===== config.mk =====
export PLATFORM = sky130hd
export DESIGN_NAME = fetch_pc_unit
export DESIGN_NICKNAME = d
export VERILOG_FILES = /design/src/rtl/fetch_pc_unit.sv
export SDC_FILE = /design/constraint.sdc
export NUM_CORES = 1
export LEC_CHECK = 0
export BUFFER_PORTS_ARGS = -buffer_cell sky130_fd_sc_hd__buf_2
export CAP_MARGIN = 20
export CORE_MARGIN = 3
export CORE_UTILIZATION = 39
export CTS_CLUSTER_DIAMETER = 30
export DETAILED_ROUTE_END_ITERATION = 12
export PLACE_DENSITY = 0.73
export SETUP_SLACK_MARGIN = 0.15
export SYNTH_ARGS = -nofsm -noshare
export SYNTH_HDL_FRONTEND = slang
export SYNTH_SLANG_ARGS = --single-unit
export TNS_END_PERCENT = 1

===== constraint.sdc =====
create_clock -name clk -period 2.8 [get_ports clk]
set_input_delay 0.28 -clock clk [delete_from_list [all_inputs] [get_ports clk]]
set_output_delay 0.28 -clock clk [all_outputs]
set_load 0.1 [all_outputs]

===== src/rtl/fetch_pc_unit.sv =====
`default_nettype none
// +----------------------------------------------------------------------------+
// | Module      : fetch_pc_unit                                                |
// | Description : Program counter plus IF/ID pipeline register around a        |
// |               combinational instruction memory. Supports hazard stall,     |
// |               branch/jump redirect with IF/ID flush, and a HALT state      |
// |               entered after the program-end address has been fetched.     |
// |                                                                            |
// | Ports                                                                      |
// |   clk               in   rising-edge clock                                 |
// |   rst_n             in   asynchronous active-low reset                     |
// |   Stall             in   hold PC and IF/ID                                 |
// |   Branch_Taken      in   redirect request, flushes IF/ID                   |
// |   Branch_Target     in   [31:0] redirect address (bits [1:0] ignored)      |
// |   Instruction       in   [31:0] memory word addressed by PC_out            |
// |   PC_out            out  [31:0] current fetch address                      |
// |   IF_ID_Instruction out  [31:0] registered instruction for decode          |
// |   IF_ID_PC          out  [31:0] registered address of that instruction     |
// |   IF_ID_Valid       out  IF/ID holds a real instruction                    |
// |   Halted            out  stage is in HALT                                  |
// |   Fetch_Count       out  [31:0] fetches loaded into IF/ID (optional)       |
// |   Stall_Count       out  [31:0] stalled RUN cycles (optional)              |
// |                                                                            |
// | Build option: define FETCH_PERF_CNT_EN to implement the two performance   |
// |               counters; otherwise both count ports are constant zero.      |
// |                                                                            |
// | Revision    : 1.0  initial release                                         |
// +----------------------------------------------------------------------------+
module fetch_pc_unit #(
  parameter logic [31:0] RESET_PC = 32'd0,
  parameter logic [31:0] PC_STEP  = 32'd4,
  parameter logic [31:0] PROG_END = 32'd24
) (
  input  logic        clk,
  input  logic        rst_n,
  input  logic        Stall,
  input  logic        Branch_Taken,
  input  logic [31:0] Branch_Target,
  input  logic [31:0] Instruction,
  output logic [31:0] PC_out,
  output logic [31:0] IF_ID_Instruction,
  output logic [31:0] IF_ID_PC,
  output logic        IF_ID_Valid,
  output logic        Halted,
  output logic [31:0] Fetch_Count,
  output logic [31:0] Stall_Count
);

  typedef enum logic [0:0] {
    ST_RUN  = 1'b0,
    ST_HALT = 1'b1
  } state_t;

  localparam logic [31:0] C_NOP = 32'd0;

  state_t      state_q, state_d;
  logic [31:0] pc_q, pc_d;
  logic [31:0] ifid_instr_q, ifid_instr_d;
  logic [31:0] ifid_pc_q, ifid_pc_d;
  logic        ifid_valid_q, ifid_valid_d;

  // Decoded edge actions, shared by the next-state logic and the counters.
  logic w_fetch_load;   // RUN, no branch, no stall: a real instruction enters IF/ID
  logic w_stall_run;    // RUN, stall honoured, no branch
  logic w_at_end;       // current fetch address is the last program word

  // Redirect targets are word aligned; the low two address bits are dropped.
  logic [1:0] w_unused_tgt_bits;
  assign w_unused_tgt_bits = Branch_Target[1:0];

  assign w_fetch_load = !Branch_Taken && !Stall && (state_q == ST_RUN);
  assign w_stall_run  = !Branch_Taken &&  Stall && (state_q == ST_RUN);
  assign w_at_end     = (pc_q == PROG_END);

  // Next-state logic. Priority: redirect, then stall, then state action.
  always_comb begin
    pc_d         = pc_q;
    ifid_instr_d = ifid_instr_q;
    ifid_pc_d    = ifid_pc_q;
    ifid_valid_d = ifid_valid_q;
    state_d      = state_q;

    if (Branch_Taken) begin
      // Redirect always wins, including out of HALT and over a stall.
      pc_d         = {Branch_Target[31:2], 2'b00};
      ifid_instr_d = C_NOP;
      ifid_pc_d    = 32'd0;
      ifid_valid_d = 1'b0;
      state_d      = ST_RUN;
    end else if (Stall) begin
      // Everything holds; in HALT the IF/ID bubble simply persists.
    end else begin
      case (state_q)
        ST_RUN: begin
          ifid_instr_d = Instruction;
          ifid_pc_d    = pc_q;
          ifid_valid_d = 1'b1;
          if (w_at_end) begin
            // Last word captured: park the PC on it and stop fetching.
            state_d = ST_HALT;
          end else begin
            pc_d = pc_q + PC_STEP;  // wraps naturally at 2^32
          end
        end
        ST_HALT: begin
          ifid_instr_d = C_NOP;
          ifid_pc_d    = 32'd0;
          ifid_valid_d = 1'b0;
        end
        default: begin
          state_d = ST_RUN;
        end
      endcase
    end
  end

  always_ff @(posedge clk or negedge rst_n) begin
    if (!rst_n) begin
      state_q      <= ST_RUN;
      pc_q         <= RESET_PC;
      ifid_instr_q <= C_NOP;
      ifid_pc_q    <= 32'd0;
      ifid_valid_q <= 1'b0;
    end else begin
      state_q      <= state_d;
      pc_q         <= pc_d;
      ifid_instr_q <= ifid_instr_d;
      ifid_pc_q    <= ifid_pc_d;
      ifid_valid_q <= ifid_valid_d;
    end
  end

  assign PC_out            = pc_q;
  assign IF_ID_Instruction = ifid_instr_q;
  assign IF_ID_PC          = ifid_pc_q;
  assign IF_ID_Valid       = ifid_valid_q;
  assign Halted            = (state_q == ST_HALT);

`ifdef FETCH_PERF_CNT_EN
  logic [31:0] fetch_cnt_q, fetch_cnt_d;
  logic [31:0] stall_cnt_q, stall_cnt_d;

  always_comb begin
    fetch_cnt_d = fetch_cnt_q;
    stall_cnt_d = stall_cnt_q;
    if (w_fetch_load) begin
      fetch_cnt_d = fetch_cnt_q + 32'd1;
    end
    // Stalls while halted are not counted: nothing was being fetched.
    if (w_stall_run) begin
      stall_cnt_d = stall_cnt_q + 32'd1;
    end
  end

  always_ff @(posedge clk or negedge rst_n) begin
    if (!rst_n) begin
      fetch_cnt_q <= 32'd0;
      stall_cnt_q <= 32'd0;
    end else begin
      fetch_cnt_q <= fetch_cnt_d;
      stall_cnt_q <= stall_cnt_d;
    end
  end

  assign Fetch_Count = fetch_cnt_q;
  assign Stall_Count = stall_cnt_q;
`else
  // Counters not built: the decoded strobes have no consumer.
  logic w_unused_cnt_strobes;
  assign w_unused_cnt_strobes = w_fetch_load ^ w_stall_run;

  assign Fetch_Count = 32'd0;
  assign Stall_Count = 32'd0;
`endif

endmodule
`default_nettype wire


==> results.md <==
- The flow ran to the end, and the final reports show no timing, DRC or antenna violations.
- For the final routed database, the setup TNS stands at 0 ns.
- The net count of the finished layout is 676.
- In this run the number of H-tree levels came out at 3.
- For this block, the initial DRC count from the detailed router was 262.
- Buffers placed on the I/O ports in this run total 161.
- The relative max-transition margin is 56.6%.
- The arrival time at the worst endpoint is 2.59 ns.
- In this run the core area contains 39 standard-cell rows.
- The worst clock skew is 0.00791 ns.
- The placeable core region is 11600 um^2.
- The slowest stage cell on the critical path is or3_1.
- The number of vias after detailed routing is 3977.
- In this run, synthesis inferred 0 flip-flops with an integrated enable.
- The slew at the pin with the worst max-slew slack is 0.650 ns.
- The total clock buffers created by CTS is 9.
- The max-slew violation total from the final report is 0.
- The clock latency reported for the late side of the worst-skew pair is 0.34 ns.
- In this run the static leakage power is 2.88 nW.
- For this run, the leading register cell type out of synthesis is dfrtp_1.
- The path type of the worst min-delay path is in -> reg.
- Once the floorplan was initialized, standard cells occupied 40.6% of the core.
- For this run, design rule violations remaining after detail routing come to 0.
- The cell taking the most area after synthesis is dfrtp_1.
- The global routing usage summed across all routing layers is 18.5%.
- Once the clock tree was built, the resizer swapped 0 gates to a different size.
- The top-level port count is 230.
- For this design the ratio of total power to cell area is 773 nW/um^2.
- Static timing analysis puts the maximum clock frequency at 0.429 GHz.
- The tree is rooted in a clkbuf_16.
- The count of hold buffers inserted by post-cts repair is 1.
- The reported max-cap violation count is 0.
- The number of global-route vias before repair was 3649.
- The number of setup violations in the final report is 0.
- For this run, the slowest stage of the critical path takes 0.67 ns.
- Setup repair after global routing left no endpoint under its margin.
- VDD sags by at most 0.000305 V.
- The clock sink count is 95.
- The first global-routing pass estimated 19.3 mm of wire.
- The via density per instance is 5.27.
- TritonCTS built the clock tree.
- The diode insertion count for antenna repair is 0.
- Counting tap cells, the placed design contains a total of 737 instances.
- Relative to the synthesized area, the layout overhead comes to 21.8%.
- The longest clock path from root to sink contains 2 buffers.
- The minimum period implied by the final worst setup slack is 2.33 ns.
- The hold violation count in the final report is 0.
- Sorting the synthesized cells by how often they occur yields dfrtp_1 (95), buf_4 (68), a22o_1 (55), nand2_1 (38), nor2_1 (21).
- The required time of the critical path is 3.06 ns.
- In this run, synthesis produced a sequential element count of 95.
- The number of cells produced by synthesis is 457.
- The pin count of the biggest net entering global routing is 50.
- The routed length per instance is 16.8 um.
- The worst path uses 83.3% of the clock period.
- The critical path in this run is classified as reg -> reg.
- The critical path goes through or2_1 -> or3_1 -> or4_1 -> a31oi_1.
- Summed over all layers, the routed wires come to 12.7 mm.
- The startpoint class of the critical path is a register.
- The number of routed nets with antenna violations is 0.
- The overall overflow remaining after global route is 0.
- The floorplan step set the die width to 116 um.
- After synthesis, the largest area contributor takes up 50.4% of total cell area.
- The async set-or-reset flop fraction in the synthesized netlist is 100%.
- The die height is 116 um.
- The most frequently used cell type in the post-synthesis netlist is dfrtp_1.
- The mean post-synth cell area is 10.3 um^2.
- The mapped netlist covers 4710 um^2.
- The last weighted congestion value of the routability-driven placer is 0.905.
- The CTS clock-pin slew for the worst setup and hold paths is 0.07 ns.
- In this run the worst path has a maximum fanout of 16.
- The synthesis warning total is 0.
- The portion of the post-synthesis area used by sequential elements is 50.4%.
- Cells with a size suffix above 1 make up 31.3% of the layout.
- Leaving out filler cells and counting taps, the final layout contains 754.
- The worst setup path is captured at a register.
- The initial antenna violation count is 0.
- Before antenna repair, the detailed router went through 4 iterations.
- In the post-synthesis netlist, the biggest area contributors are dfrtp_1 (50%), buf_4 (11%), a22o_1 (10%).
- The post-CTS repair timing setup buffer count is 0.
- Summed over all nets, the half-perimeter wirelength after detailed placement is 9.28 mm.
- In this run, distinct cell masters in the synthesized netlist total 40.
- The die area is 13400 um^2.
## power by group
part / internal [mW] / switching, mW / total (mW)
sequential: 1.47 / 0.119 / 1.59
clock: 0.789 / 0.531 / 1.32
combinational: 0.200 / 1.33 / 1.53
## layout make-up
| cell class | instances | area, um^2 |
|---|---|---|
| clock buffer | 10 | 229 |
| clock inverter | 6 | 93.8 |
| fill | 1089 | 5870 |
| inverter | 8 | 30.0 |
| multi-input combinational | 322 | 1920 |
| sequential | 95 | 2380 |
| tap | 143 | 179 |
| timing repair buffer | 170 | 903 |
## cell usage in the layout (no fill, tap or decap), types with 4 or more instances in the layout
master	netlist	layout
a22o_1	55	55
a31oi_1	13	13
and4_1	5	5
buf_2	5	160
buf_4	68	7
clkbuf_16	0	9
conb_1	1	66
dfrtp_1	95	92
inv_1	7	7
nand2_1	38	38
nand3_1	13	13
nand4_1	11	11
nor2_1	21	20
nor3_1	4	4
nor4_1	10	10
o211ai_1	7	7
o21ai_0	19	19
o31ai_1	11	11
or3_1	4	4
or4_1	14	14
xnor2_1	6	6
## worst paths after layout
kind,start,endpoint,slack [ns],cells past startpoint
hold / removal,Branch_Target[17],PC_out[17],0.14,3
min in group asynchronous,rst_n,IF_ID_Instruction[1],0.53,2
setup / recovery,Halted,PC_out[22],0.47,4
hold reg to reg,IF_ID_PC[2],IF_ID_PC[2],0.48,2
max in group asynchronous,rst_n,IF_ID_Instruction[24],1.40,3
setup reg to reg,Halted,PC_out[22],0.47,4
## registers in the layout, indices dropped and copies added, names as in the netlist
signal / count
PC_out: 30
IF_ID_Instruction: 32
Halted: 1
IF_ID_Valid: 1
IF_ID_PC: 31
## stage by stage
step	utilization (%)	cell area (um^2)	total power, mW	worst slack (ns)	hold slack (ns)
4_1_cts	49.4	5740	4.48	0.457	0.124
5_1_grt	49.4	5740	4.61	0.352	0.158
2_1_floorplan	-	4960	2.94	0.132	-0.0156
3_3_place_gp	46.6	5410	3.13	0.571	0.337
3_5_place_dp	46.6	5410	3.14	0.467	0.343
6_report	49.4	5740	4.44	0.467	0.139
## worst max-delay path, delay by kind of cell (launching register included)
kind | cells | cell delay (ns)
compound gates | 1 | 0.19
simple gates | 3 | 1.64
flops | 1 | 0.42
## routing by layer
layer  routed length (um)  vias up  GRT usage [%]
met1                 5420     1890           25.0
met4                  274        2           6.96
met3                 1110       18           2.92
met2                 5880      220           30.0
li1                     -     1847              -
met5                    5        -              0
## cells by family (layout without fill, tap and decap cells)
| logic type | Yosys count | in the layout | share of synthesized area (%) |
|---|---|---|---|
| fa+ha+maj | 2 | 2 | 0.531 |
| compound gates | 114 | 114 | 18.3 |
| other cells | 1 | 66 | 0.0796 |
| xor+xnor | 9 | 9 | 1.67 |
| simple gates | 131 | 131 | 14.7 |
| buf+inv | 105 | 194 | 14.3 |
| flops | 95 | 95 | 50.4 |
Power figures use the tool's default switching activity.
